===== config.mk =====
export PLATFORM = sky130hd
export DESIGN_NAME = vga_syncgen
export DESIGN_NICKNAME = d
export VERILOG_FILES = /design/src/rtl/vga_syncgen_pkg.sv /design/src/rtl/vga_syncgen_axis.sv /design/src/rtl/vga_syncgen.sv
export SDC_FILE = /design/constraint.sdc
export NUM_CORES = 1
export LEC_CHECK = 0
export BUFFER_PORTS_ARGS = -buffer_cell sky130_fd_sc_hd__buf_2
export CORE_ASPECT_RATIO = 0.9
export CORE_MARGIN = 1
export CORE_UTILIZATION = 45
export DETAILED_ROUTE_END_ITERATION = 7
export PLACE_DENSITY = 0.71
export SLEW_MARGIN = 0
export SYNTH_ARGS = -nofsm -noshare
export SYNTH_HDL_FRONTEND = slang
export SYNTH_SLANG_ARGS = --single-unit

===== constraint.sdc =====
create_clock -name PCK -period 4.77 [get_ports PCK]
set_input_delay 0.7155 -clock PCK [delete_from_list [all_inputs] [get_ports PCK]]
set_output_delay 0.7155 -clock PCK [all_outputs]
set_load 0.005 [all_outputs]

===== src/rtl/vga_syncgen_pkg.sv =====
// vga_syncgen_pkg: shared 640x480@60 raster timing constants and axis phase encoding
package vga_syncgen_pkg;
   localparam int H_FRONT         = 16;
   localparam int H_WIDTH         = 96;
   localparam int H_BACK          = 48;
   localparam int H_BRANK         = H_FRONT + H_WIDTH + H_BACK;
   localparam int H_SYNC_INTERVAL = 800;
   localparam int V_FRONT         = 10;
   localparam int V_WIDTH         = 2;
   localparam int V_BACK          = 33;
   localparam int V_BRANK         = V_FRONT + V_WIDTH + V_BACK;
   localparam int V_SYNC_INTERVAL = 525;
   typedef enum logic [1:0] {
      PH_FRONT  = 2'd0,
      PH_SYNC   = 2'd1,
      PH_BACK   = 2'd2,
      PH_ACTIVE = 2'd3
   } phase_t;
endpackage


===== src/rtl/vga_syncgen_axis.sv =====
// vga_syncgen_axis: one raster axis, a wrapping counter plus its front/sync/back/active phase FSM
module vga_syncgen_axis
   import vga_syncgen_pkg::*;
#(
   parameter int FRONT    = 16,
   parameter int WIDTH    = 96,
   parameter int BACK     = 48,
   parameter int INTERVAL = 800
)(
   input  logic       PCK,
   input  logic       RST,
   input  logic       tick,
   output logic [9:0] cnt,
   output logic [1:0] phase,
   output logic       wrap
);
   localparam logic [9:0] LAST  = 10'(INTERVAL - 1);
   localparam logic [9:0] F_END = 10'(FRONT - 1);
   localparam logic [9:0] W_END = 10'(WIDTH - 1);
   localparam logic [9:0] B_END = 10'(BACK - 1);
   phase_t     state;
   logic [9:0] pcnt;
   assign wrap  = tick && cnt == LAST;
   assign phase = state;
   // counter and phase advance together on each tick; the phase counter restarts on every transition
   always_ff @(posedge PCK) begin
      if (RST) begin
         cnt   <= '0;
         pcnt  <= '0;
         state <= PH_FRONT;
      end else if (tick) begin
         cnt  <= wrap ? '0 : cnt + 10'd1;
         pcnt <= pcnt + 10'd1;
         case (state)
            PH_FRONT:  if (pcnt == F_END) begin state <= PH_SYNC;   pcnt <= '0; end
            PH_SYNC:   if (pcnt == W_END) begin state <= PH_BACK;   pcnt <= '0; end
            PH_BACK:   if (pcnt == B_END) begin state <= PH_ACTIVE; pcnt <= '0; end
            default:   if (wrap)          begin state <= PH_FRONT;  pcnt <= '0; end
         endcase
      end
   end
endmodule


===== src/rtl/vga_syncgen.sv =====
// vga_syncgen: VGA raster timing generator; define VGA_SYNCGEN_FRAMECNT_EN to add the FRAME_CNT output
module vga_syncgen
   import vga_syncgen_pkg::*;
#(
   parameter int H_FRONT         = vga_syncgen_pkg::H_FRONT,
   parameter int H_WIDTH         = vga_syncgen_pkg::H_WIDTH,
   parameter int H_BACK          = vga_syncgen_pkg::H_BACK,
   parameter int H_SYNC_INTERVAL = vga_syncgen_pkg::H_SYNC_INTERVAL,
   parameter int V_FRONT         = vga_syncgen_pkg::V_FRONT,
   parameter int V_WIDTH         = vga_syncgen_pkg::V_WIDTH,
   parameter int V_BACK          = vga_syncgen_pkg::V_BACK,
   parameter int V_SYNC_INTERVAL = vga_syncgen_pkg::V_SYNC_INTERVAL
)(
   input  logic       PCK,
   input  logic       RST,
   output logic [9:0] HCNT,
   output logic [9:0] VCNT,
   output logic       VGA_HS,
   output logic       VGA_VS,
   output logic       VGA_DE,
   output logic       FRAME_START
`ifdef VGA_SYNCGEN_FRAMECNT_EN
   ,
   output logic [7:0] FRAME_CNT
`endif
);
   localparam logic [9:0] H_FIRST = 10'(H_FRONT + H_WIDTH + H_BACK);
   localparam logic [9:0] V_FIRST = 10'(V_FRONT + V_WIDTH + V_BACK);
   logic [1:0] h_phase;
   logic [1:0] v_phase;
   logic       h_end;
   logic       first_px;
   assign first_px = HCNT == H_FIRST && VCNT == V_FIRST;
   vga_syncgen_axis #(
      .FRONT(H_FRONT), .WIDTH(H_WIDTH), .BACK(H_BACK), .INTERVAL(H_SYNC_INTERVAL)
   ) u_h (
      .PCK(PCK), .RST(RST), .tick(1'b1), .cnt(HCNT), .phase(h_phase), .wrap(h_end)
   );
   vga_syncgen_axis #(
      .FRONT(V_FRONT), .WIDTH(V_WIDTH), .BACK(V_BACK), .INTERVAL(V_SYNC_INTERVAL)
   ) u_v (
      .PCK(PCK), .RST(RST), .tick(h_end), .cnt(VCNT), .phase(v_phase), .wrap()
   );
   // sync, enable and strobe are decoded one stage behind the counters to align with registered RGB
   always_ff @(posedge PCK) begin
      if (RST) begin
         VGA_HS      <= 1'b1;
         VGA_VS      <= 1'b1;
         VGA_DE      <= 1'b0;
         FRAME_START <= 1'b0;
      end else begin
         VGA_HS      <= h_phase != PH_SYNC;
         VGA_VS      <= v_phase != PH_SYNC;
         VGA_DE      <= h_phase == PH_ACTIVE && v_phase == PH_ACTIVE;
         FRAME_START <= first_px;
      end
   end
`ifdef VGA_SYNCGEN_FRAMECNT_EN
   // frame counter steps on the same edge that raises FRAME_START
   always_ff @(posedge PCK) begin
      if (RST) FRAME_CNT <= '0;
      else if (first_px) FRAME_CNT <= FRAME_CNT + 8'd1;
   end
`endif
endmodule

==> results_dict.tcl, run 1 <==
set metrics [dict create \
    status "completed" \
    routed-via-count 2014 \
    synth_seq_cells 48 \
    final.min_clock_period_ns 2.40 \
    clkTransAtPathRegs_ns 0.08 \
    grt_max_degree 20 \
    startpoint "u_h.cnt[0]" \
    drtIter0Drc 114 \
    report.final.slew_viol_count 0 \
    critPathCaptureType "flop" \
    syn_nets 304 \
    rows 25 \
    yosysWarnings 0 \
    die_area_um2 5810 \
    syn_avg_cell_area_um2 8.73 \
    vdd_drop_max_uv 149 \
    cts_buffer_depth 2 \
    nets 328 \
    crit_path_max_fanout 11 \
    drive_gt1_share_pct 13.0 \
    die_h_um 72.4 \
    grt_pass1_wl_um 8500 \
    min_path_type "flop to flop" \
    max_cap_violations 0 \
    initial_core_util_pct 46.9 \
    track_usage_pct 18.8 \
    post_cts_resize_count 0 \
    synth_edf_count 0 \
    hold_slack_ns 0.441 \
    critPathRequiredTime_ns 4.96 \
    fin_tns_setup_ns 0 \
    gp_congestion 0.812 \
    hold_start "u_h.pcnt[0]" \
    r2r-end "u_v.pcnt[0]" \
    area_growth_pct 9.99 \
    synthCells 284 \
    ys_seq_area_share_pct 38.8 \
    grt_pass1_vias 1796 \
    drt_wl_total_um 4830 \
    wl_per_cell_um 12.9 \
    p_leak_nw 1.13 \
    clock.fmax_ghz 0.416 \
    fin_crit_sh_pct 50.3 \
    io_buffers 25 \
    clock_sinks 48 \
    antenna_cells 0 \
    synthArstFlopShare_pct 0 \
    htree_levels 2 \
    firstDrtPassIters 4 \
    r2r.worst_path.cells 5 \
    worstPathArrival_ns 2.59 \
    syn_area_um2 2480 \
    core_um2 5290 \
    fin_worst_skew_ns 0.00381 \
    worstMarginPinSlew_ns 0.820 \
    rr_startpoint "u_h.cnt[0]" \
    drc 0 \
    power.density_nw_per_um2 258 \
    setup_viol 0 \
    cts_tree "done" \
    relSlewSlack_pct 44.9 \
    final_util_pct 51.6 \
    worstSkewPairLatency_ns 0.30 \
    rsz0062_at_grt "no" \
    clockRootBuffer "clkbuf_8" \
    min_delay_path_depth 1 \
    io_pins 26 \
    die-width_um 80.2 \
    synthFlopType "dfxtp_1" \
    hold_viol_final 0 \
    synth.distinct_cells 44 \
    startpoint_type "flop" \
    cts_buffers 5 \
    antenna_found_initial 0 \
    holdBufCountCts 0 \
    viasPerCell 5.37 \
    reg2reg_slack_ns 2.37 \
    drtAntennaViolNets 0 \
    hpwl_um 3490 \
    critPathKind "flop to flop" \
    overflow 0 \
    cp-endpoint "u_v.pcnt[0]" \
    cts_setup_buffers 0 \
]
-- report_power, final --
part	internal (mW)	leakage [nW]	switching [mW]	total (mW)
logic	0.0206	0.700	0.0318	0.0523
clock network	0.100	0.0410	0.131	0.231
registers	0.411	0.388	0.00865	0.419
-- logic make-up after synthesis --
| kind of cell | synth area share [%] |
|---|---|
| flops | 38.8 |
| fa+ha+maj | 9.09 |
| simple gates | 27.2 |
| buf+inv | 3.99 |
| compound gates | 11.3 |
| mux | 1.26 |
| xor+xnor | 8.48 |
-- registers in the layout (all words and copies together), names as in the netlist --
name	flops
FRAME_START	1
VGA_DE	1
VGA_HS	1
VGA_VS	1
u_h.cnt	10
u_h.pcnt	10
u_h.phase	2
u_v.cnt	10
u_v.pcnt	10
u_v.phase	2
-- critical path, stage by stage (launching register included) --
cell	delay, ns
dfxtp_1	0.42
ha_1	0.28
nand4_4	0.15
nor3_1	0.70
nor2_1	0.38
mux2_2	0.36
-- layout make-up --
cell class,instances,area [µm²]
fill,487,2560
multi-input combinational,212,1420
sequential,48,961
timing repair buffer,25,125
tap,67,83.8
clock buffer,6,72.6
inverter,16,60.1
clock inverter,1,5.00
-- how the worst min path moves through the flow --
stage | endpoint | slack [ns]
2_1_floorplan | u_h.pcnt[0] | 0.41
3_3_place_gp | u_h.pcnt[0] | 0.43
3_5_place_dp | u_h.pcnt[0] | 0.43
4_1_cts | u_h.pcnt[0] | 0.44
5_1_grt | u_h.pcnt[0] | 0.49
6_report | u_h.pcnt[0] | 0.44
-- placed cells by master, fill, tap and decap left out, drive strengths merged, types with 6 or more instances in the layout --
| cell type | instances |
|---|---|
| a211oi | 8 |
| a21o | 9 |
| a21oi | 7 |
| and3 | 7 |
| buf | 25 |
| clkbuf | 6 |
| dfxtp | 48 |
| ha | 18 |
| inv | 16 |
| nand2 | 16 |
| nand2b | 11 |
| nand3 | 14 |
| nand4 | 7 |
| nor2 | 40 |
| nor3 | 7 |
| nor4 | 7 |
| o21ai | 6 |
| or3 | 6 |
| xnor2 | 10 |
| xor2 | 14 |
-- stage by stage --
stage | instance area (µm²) | power (mW) | worst slack, ns | instances
after global placement | 2650 | 0.480 | 2.48 | 368
after CTS | 2730 | 0.709 | 2.38 | 375
after global routing | 2730 | 0.736 | 2.14 | 375
after detailed placement | 2650 | 0.482 | 2.40 | 368
after floorplan | 2480 | 0.467 | 2.79 | 284
final | 2730 | 0.702 | 2.37 | 375
-- per-layer routing --
| layer | routed length [µm] | vias up | track usage (%) |
|---|---|---|---|
| li1 | - | 1029 | - |
| met1 | 2440 | 934 | 26.1 |
| met2 | 2100 | 46 | 29.0 |
| met3 | 241 | 5 | 4.15 |
| met4 | 44 | 0 | 5.95 |
| met5 | 0 | - | 0 |
-- synth_stat cells (all sizes together) (3+ instances only) --
cell,instances,area (µm²)
or2,3,18.8
nand2,16,60.1
a21oi,7,35.0
nor3,7,35.0
nand2b,11,68.8
ha,18,225
nand3,14,70.1
nor2,40,150
a211oi,8,65.1
xor2,14,123
clkbuf,6,22.5
xnor2,10,87.6
nor4,7,43.8
and3,7,43.8
nand4,7,58.8
a21o,9,67.6
inv,16,60.1
or3,6,40.0
o21ai,6,33.8
dfxtp,48,961
Power figures use the tool's default switching activity.
==> inputs of run 2 (changes only) <==
Clock period 4.77 ns to 2.24 ns, I/O delays scaled along.
==> results_dict.tcl, run 2 (synthesis gave the netlist of run 1 again) <==
set metrics [dict create \
    gp_congestion 0.767 \
    worstSkewPairLatency_ns 0.31 \
    max_cap_violations 0 \
    routed-via-count 2054 \
    holdBufCountCts 0 \
    die-width_um 80.2 \
    area_growth_pct 13.2 \
    grt_pass1_wl_um 8160 \
    met1_length_um 2400 \
    grt_pass1_vias 1824 \
    min_path_type "primary input to flop" \
    io_buffers 25 \
    critPathCaptureType "flop" \
    fin_crit_sh_pct 91.6 \
    startpoint_type "flop" \
    cts_tree "done" \
    initial_core_util_pct 46.9 \
    power.density_nw_per_um2 588 \
    cts_buffers 5 \
    rows 25 \
    n_fill_cell 494 \
    clock.fmax_ghz 0.488 \
    clkTransAtPathRegs_ns 0.09 \
    crit_path_max_fanout 7 \
    fin_tns_setup_ns 0 \
    post_cts_resize_count 0 \
    status "completed" \
    clkPwrFrac_pct 39.0 \
    firstDrtPassIters 4 \
    report.final.slew_viol_count 0 \
    wl_per_cell_um 13.0 \
    cts_buffer_depth 2 \
    viasPerCell 5.38 \
    layout_commonest_cell "dfxtp_1" \
    hold_slack_ns 0.400 \
    setup_viol 0 \
    final_cell_mix "dfxtp_1, nor2_1, buf_2, ha_1" \
    seqPwrFrac_pct 54.2 \
    p_leak_nw 1.17 \
    routed-wl-met2_um 2220 \
    comb_power_share_pct 6.8 \
    drc 0 \
    top_layer "met4" \
    vdd_drop_max_uv 422 \
    fin_worst_skew_ns 0.00497 \
    wl_met3_um 260 \
    worstMarginPinSlew_ns 0.797 \
    drive_gt1_share_pct 15.2 \
    track_usage_pct 18.1 \
    hold_viol_final 0 \
    htree_levels 2 \
    hpwl_um 3540 \
    clock_sinks 48 \
    overflow 0 \
    antenna_cells 0 \
    clockRootBuffer "clkbuf_8" \
    core_um2 5290 \
    p_sw_share_pct 24.2 \
    io_pins 26 \
    drt_wl_total_um 4950 \
    antenna_found_initial 0 \
    p_sw_mw 0.399 \
    drtAntennaViolNets 0 \
    drtIter0Drc 138 \
    worstPathArrival_ns 2.30 \
    total_power_mw 1.65 \
    die_area_um2 5810 \
    final.min_clock_period_ns 2.05 \
    critPathRequiredTime_ns 2.49 \
    cts_setup_buffers 0 \
    critPathKind "flop to flop" \
    die_h_um 72.4 \
    intPower_mw 1.25 \
    relSlewSlack_pct 46.7 \
    rsz0062_at_grt "no" \
    nets 334 \
    grt_max_degree 20 \
]
[run 2: cell count changes in the layout (fill, tap and decap cells not counted), sizes merged]
cell,before,now
clkinvlp,0,1
bufinv,0,1
clkbuf,6,5
buf,25,31
[run 2: power by group through the flow]
stage / logic (mW) / clock network (mW) / registers [mW]
floorplan: 0.0830 / 0 / 0.911
global placement: 0.112 / 0 / 0.912
detailed placement: 0.112 / 0 / 0.913
CTS: 0.113 / 0.648 / 0.893
global route: 0.128 / 0.681 / 0.895
finish: 0.112 / 0.643 / 0.893
[run 2: cell type report]
class | count | area, µm² | area share, %
multi-input combinational | 212 | 1420 | 50.6
sequential | 48 | 961 | 34.3
timing repair buffer | 31 | 170 | 6.07
tap | 67 | 83.8 | 2.99
clock buffer | 5 | 68.8 | 2.45
inverter | 16 | 60.1 | 2.14
clock inverter | 3 | 42.5 | 1.52
[run 2: metrics by stage]
step                utilization (%)  instances  worst slack (ns)  area, µm²
detailed placement             51.0        374             0.218       2690
CTS                            53.1        382             0.202       2810
floorplan                         -        284             0.257       2480
global placement               51.0        374             0.275       2690
finish                         53.1        382             0.189       2810
global route                   53.1        382            0.0895       2810
[run 2: worst max-delay path, cell delays in order (launching register included)]
cell	delay, ns
dfxtp_1	0.42
ha_1	0.28
nand4_4	0.15
or3_1	0.47
or4b_1	0.54
a21oi_1	0.13
[run 2: layer usage]
layer	global-route usage, %	vias to the layer above
met5	0	-
met2	29.1	44
met4	6.55	0
met1	23.4	960
met3	4.78	7
li1	-	1043
[run 2: final timing paths]
kind / to / startpoint / cells past startpoint / slack, ns
worst max-delay path: u_v.phase[1] / u_h.cnt[0] / 5 / 0.19
worst max register to register: u_v.phase[1] / u_h.cnt[0] / 5 / 0.19
worst min-delay path: u_h.cnt[4] / RST / 2 / 0.40
worst min register to register: u_h.pcnt[0] / u_h.pcnt[0] / 1 / 0.45
==> inputs of run 3 (changes only) <==
Settings changed: ABC_AREA set to 1, ABC_CLOCK_PERIOD_IN_PS set to 2240, PLACE_DENSITY 0.71 to 0.7.
==> results_dict.tcl, run 3 <==
set metrics [dict create \
    hold_slack_ns 0.239 \
    viasPerCell 4.85 \
    n_fill_cell 547 \
    die_h_um 74.2 \
    clock_sinks 48 \
    worst_path_largest_cell_delay_ns 0.45 \
    worstSkewPairLatency_ns 0.29 \
    status "completed" \
    crit_path_max_fanout 10 \
    final.min_clock_period_ns 1.76 \
    hpwl_um 3670 \
    layout_commonest_cell "nand2_1" \
    io_pins 26 \
    die-width_um 82.2 \
    syn_nets 387 \
    routed-via-count 2249 \
    critPathKind "flop to flop" \
    dpl-instance-area_um2 2810 \
    holdBufCountCts 0 \
    die_area_um2 6100 \
    fin_area_um2 2900 \
    rows 25 \
    critPathCaptureType "flop" \
    dp_slack_ns 0.503 \
    yosys.area.top_type "dfxtp_1" \
    cts_tree "done" \
    synth.distinct_cells 29 \
    grt_max_degree 15 \
    synth_seq_cells 48 \
    grt_pass1_vias 2076 \
    core_um2 5410 \
    p_leak_nw 1.28 \
    synthCells 367 \
    area_growth_pct 11.2 \
    track_usage_pct 17.3 \
    worstMarginPinSlew_ns 0.440 \
    critical_path.most_common_cell "nand2_4" \
    drtAntennaViolNets 0 \
    yosysTopAreaCellShare_pct 36.9 \
    power.density_nw_per_um2 559 \
    critPathRequiredTime_ns 2.47 \
    initial_core_util_pct 48.1 \
    crit_chain "ha_1 > nand3_2 > nor2_4 > nand2_4 > clkinv_4 > nand2_4 > a21oi_4 > nand3_1 > nand2_1" \
    hold_viol_final 0 \
    setup_viol 0 \
    path_buf_inv 1 \
    synth_area_leaders "dfxtp_1, nand2_1, ha_1, nor2_1, inv_1" \
    clkTransAtPathRegs_ns 0.09 \
    layout_setup_ws_ns 0.481 \
    cts_buffers 5 \
    nets 417 \
    drtIter0Drc 67 \
    vdd_drop_max_uv 462 \
    min_path_type "primary input to flop" \
    drt_wl_total_um 4830 \
    syn_avg_cell_area_um2 7.10 \
    io_buffers 25 \
    cts_setup_buffers 0 \
    rsz0062_at_grt "no" \
    drc 0 \
    post-synth-top-count-cell "nand2_1" \
    drive_gt1_share_pct 12.3 \
    overflow 0 \
    gp_congestion 0.910 \
    antenna_found_initial 0 \
    antenna_cells 0 \
    clockRootBuffer "clkbuf_8" \
    fin_worst_skew_ns 0.0135 \
    cts_buffer_depth 2 \
    worst_path_max_delay_cell "dfxtp_1" \
    synth_edf_count 0 \
    post_cts_resize_count 0 \
    wl_per_cell_um 10.4 \
    synthFlopType "dfxtp_1" \
    cp_top_family "simple AND/OR/NAND/NOR gates" \
    syn_area_um2 2600 \
    final_cell_mix "nand2_1, nor2_1, dfxtp_1, inv_1, buf_2" \
    max_cap_violations 0 \
    grt_pass1_wl_um 8330 \
    fin_crit_sh_pct 78.5 \
    startpoint_type "flop" \
    worstPathArrival_ns 1.99 \
    synth_common_cells "nand2_1, nor2_1, dfxtp_1" \
    htree_levels 2 \
    report.final.slew_viol_count 0 \
    synthArstFlopShare_pct 0 \
    ys_seq_area_share_pct 36.9 \
    fin_tns_setup_ns 0 \
    final_util_pct 53.5 \
    yosysWarnings 0 \
    relSlewSlack_pct 70.4 \
    clock.fmax_ghz 0.568 \
    firstDrtPassIters 4 \
]
[run 3: cell count changes in the layout (fill, tap and decap cells not counted), sizes merged, moves of 11 or more]
cell / change
inv: +33
nor3: +11
nor2: +17
nand2b: -11
nand2: +76
[run 3: cell families (layout without fill, tap and decap cells)]
group / after synthesis / count (layout) / share of synthesized area [%]
AOI/OAI and AO/OA: 26 / 26 / 5.76
DFF: 48 / 48 / 36.9
xor gates and xnor gates: 16 / 16 / 5.38
and+or+nand+nor: 205 / 205 / 35.2
buffers and inverters: 54 / 84 / 8.12
adders and majority gates: 18 / 18 / 8.65
[run 3: power breakdown]
group	switching [mW]	internal [mW]
sequential	0.0365	0.889
combinational	0.100	0.0675
clock	0.279	0.247
[run 3: layout make-up]
cell class / instances / area [µm²] / share of cell area, %
timing repair buffer: 26 / 133 / 4.58
inverter: 51 / 196 / 6.78
tap: 67 / 83.8 / 2.89
clock buffer: 6 / 82.6 / 2.85
clock inverter: 1 / 8.76 / 0.302
sequential: 48 / 961 / 33.2
multi-input combinational: 265 / 1430 / 49.4
[run 3: path summary, 6_finish.rpt]
| check | from | end | slack (ns) | depth (start not counted) |
|---|---|---|---|---|
| worst max-delay path | u_h.cnt[0] | u_v.pcnt[0] | 0.48 | 9 |
| worst min-delay path | RST | u_v.cnt[6] | 0.24 | 2 |
| worst max register to register | u_h.cnt[0] | u_v.pcnt[0] | 0.48 | 9 |
| worst min register to register | u_v.pcnt[8] | u_v.pcnt[8] | 0.49 | 2 |
[run 3: routing by layer]
layer | track usage (%) | vias up | part of all wire, % | routed length [µm]
met3 | 3.68 | 6 | 2.9 | 141
met1 | 20.8 | 1000 | 50 | 2440
met2 | 30.8 | 30 | 46 | 2210
li1 | - | 1213 | - | -
met4 | 4.87 | 0 | 0.97 | 47
met5 | 0 | - | 0 | 0
[run 3: through the flow]
step | std cells | power, mW
after floorplan | 367 | 1.07
after global placement | 457 | 1.11
after detailed placement | 457 | 1.11
after CTS | 464 | 1.64
after global routing | 464 | 1.71
final | 464 | 1.62
[run 3: worst reg2reg max path, stage by stage (launching register included)]
cell      delay [ns]
dfxtp_1         0.45
ha_1            0.24
nand3_2         0.14
nor2_4          0.15
nand2_4         0.13
clkinv_4        0.10
nand2_4         0.05
a21oi_4         0.26
nand3_1         0.12
nand2_1         0.08
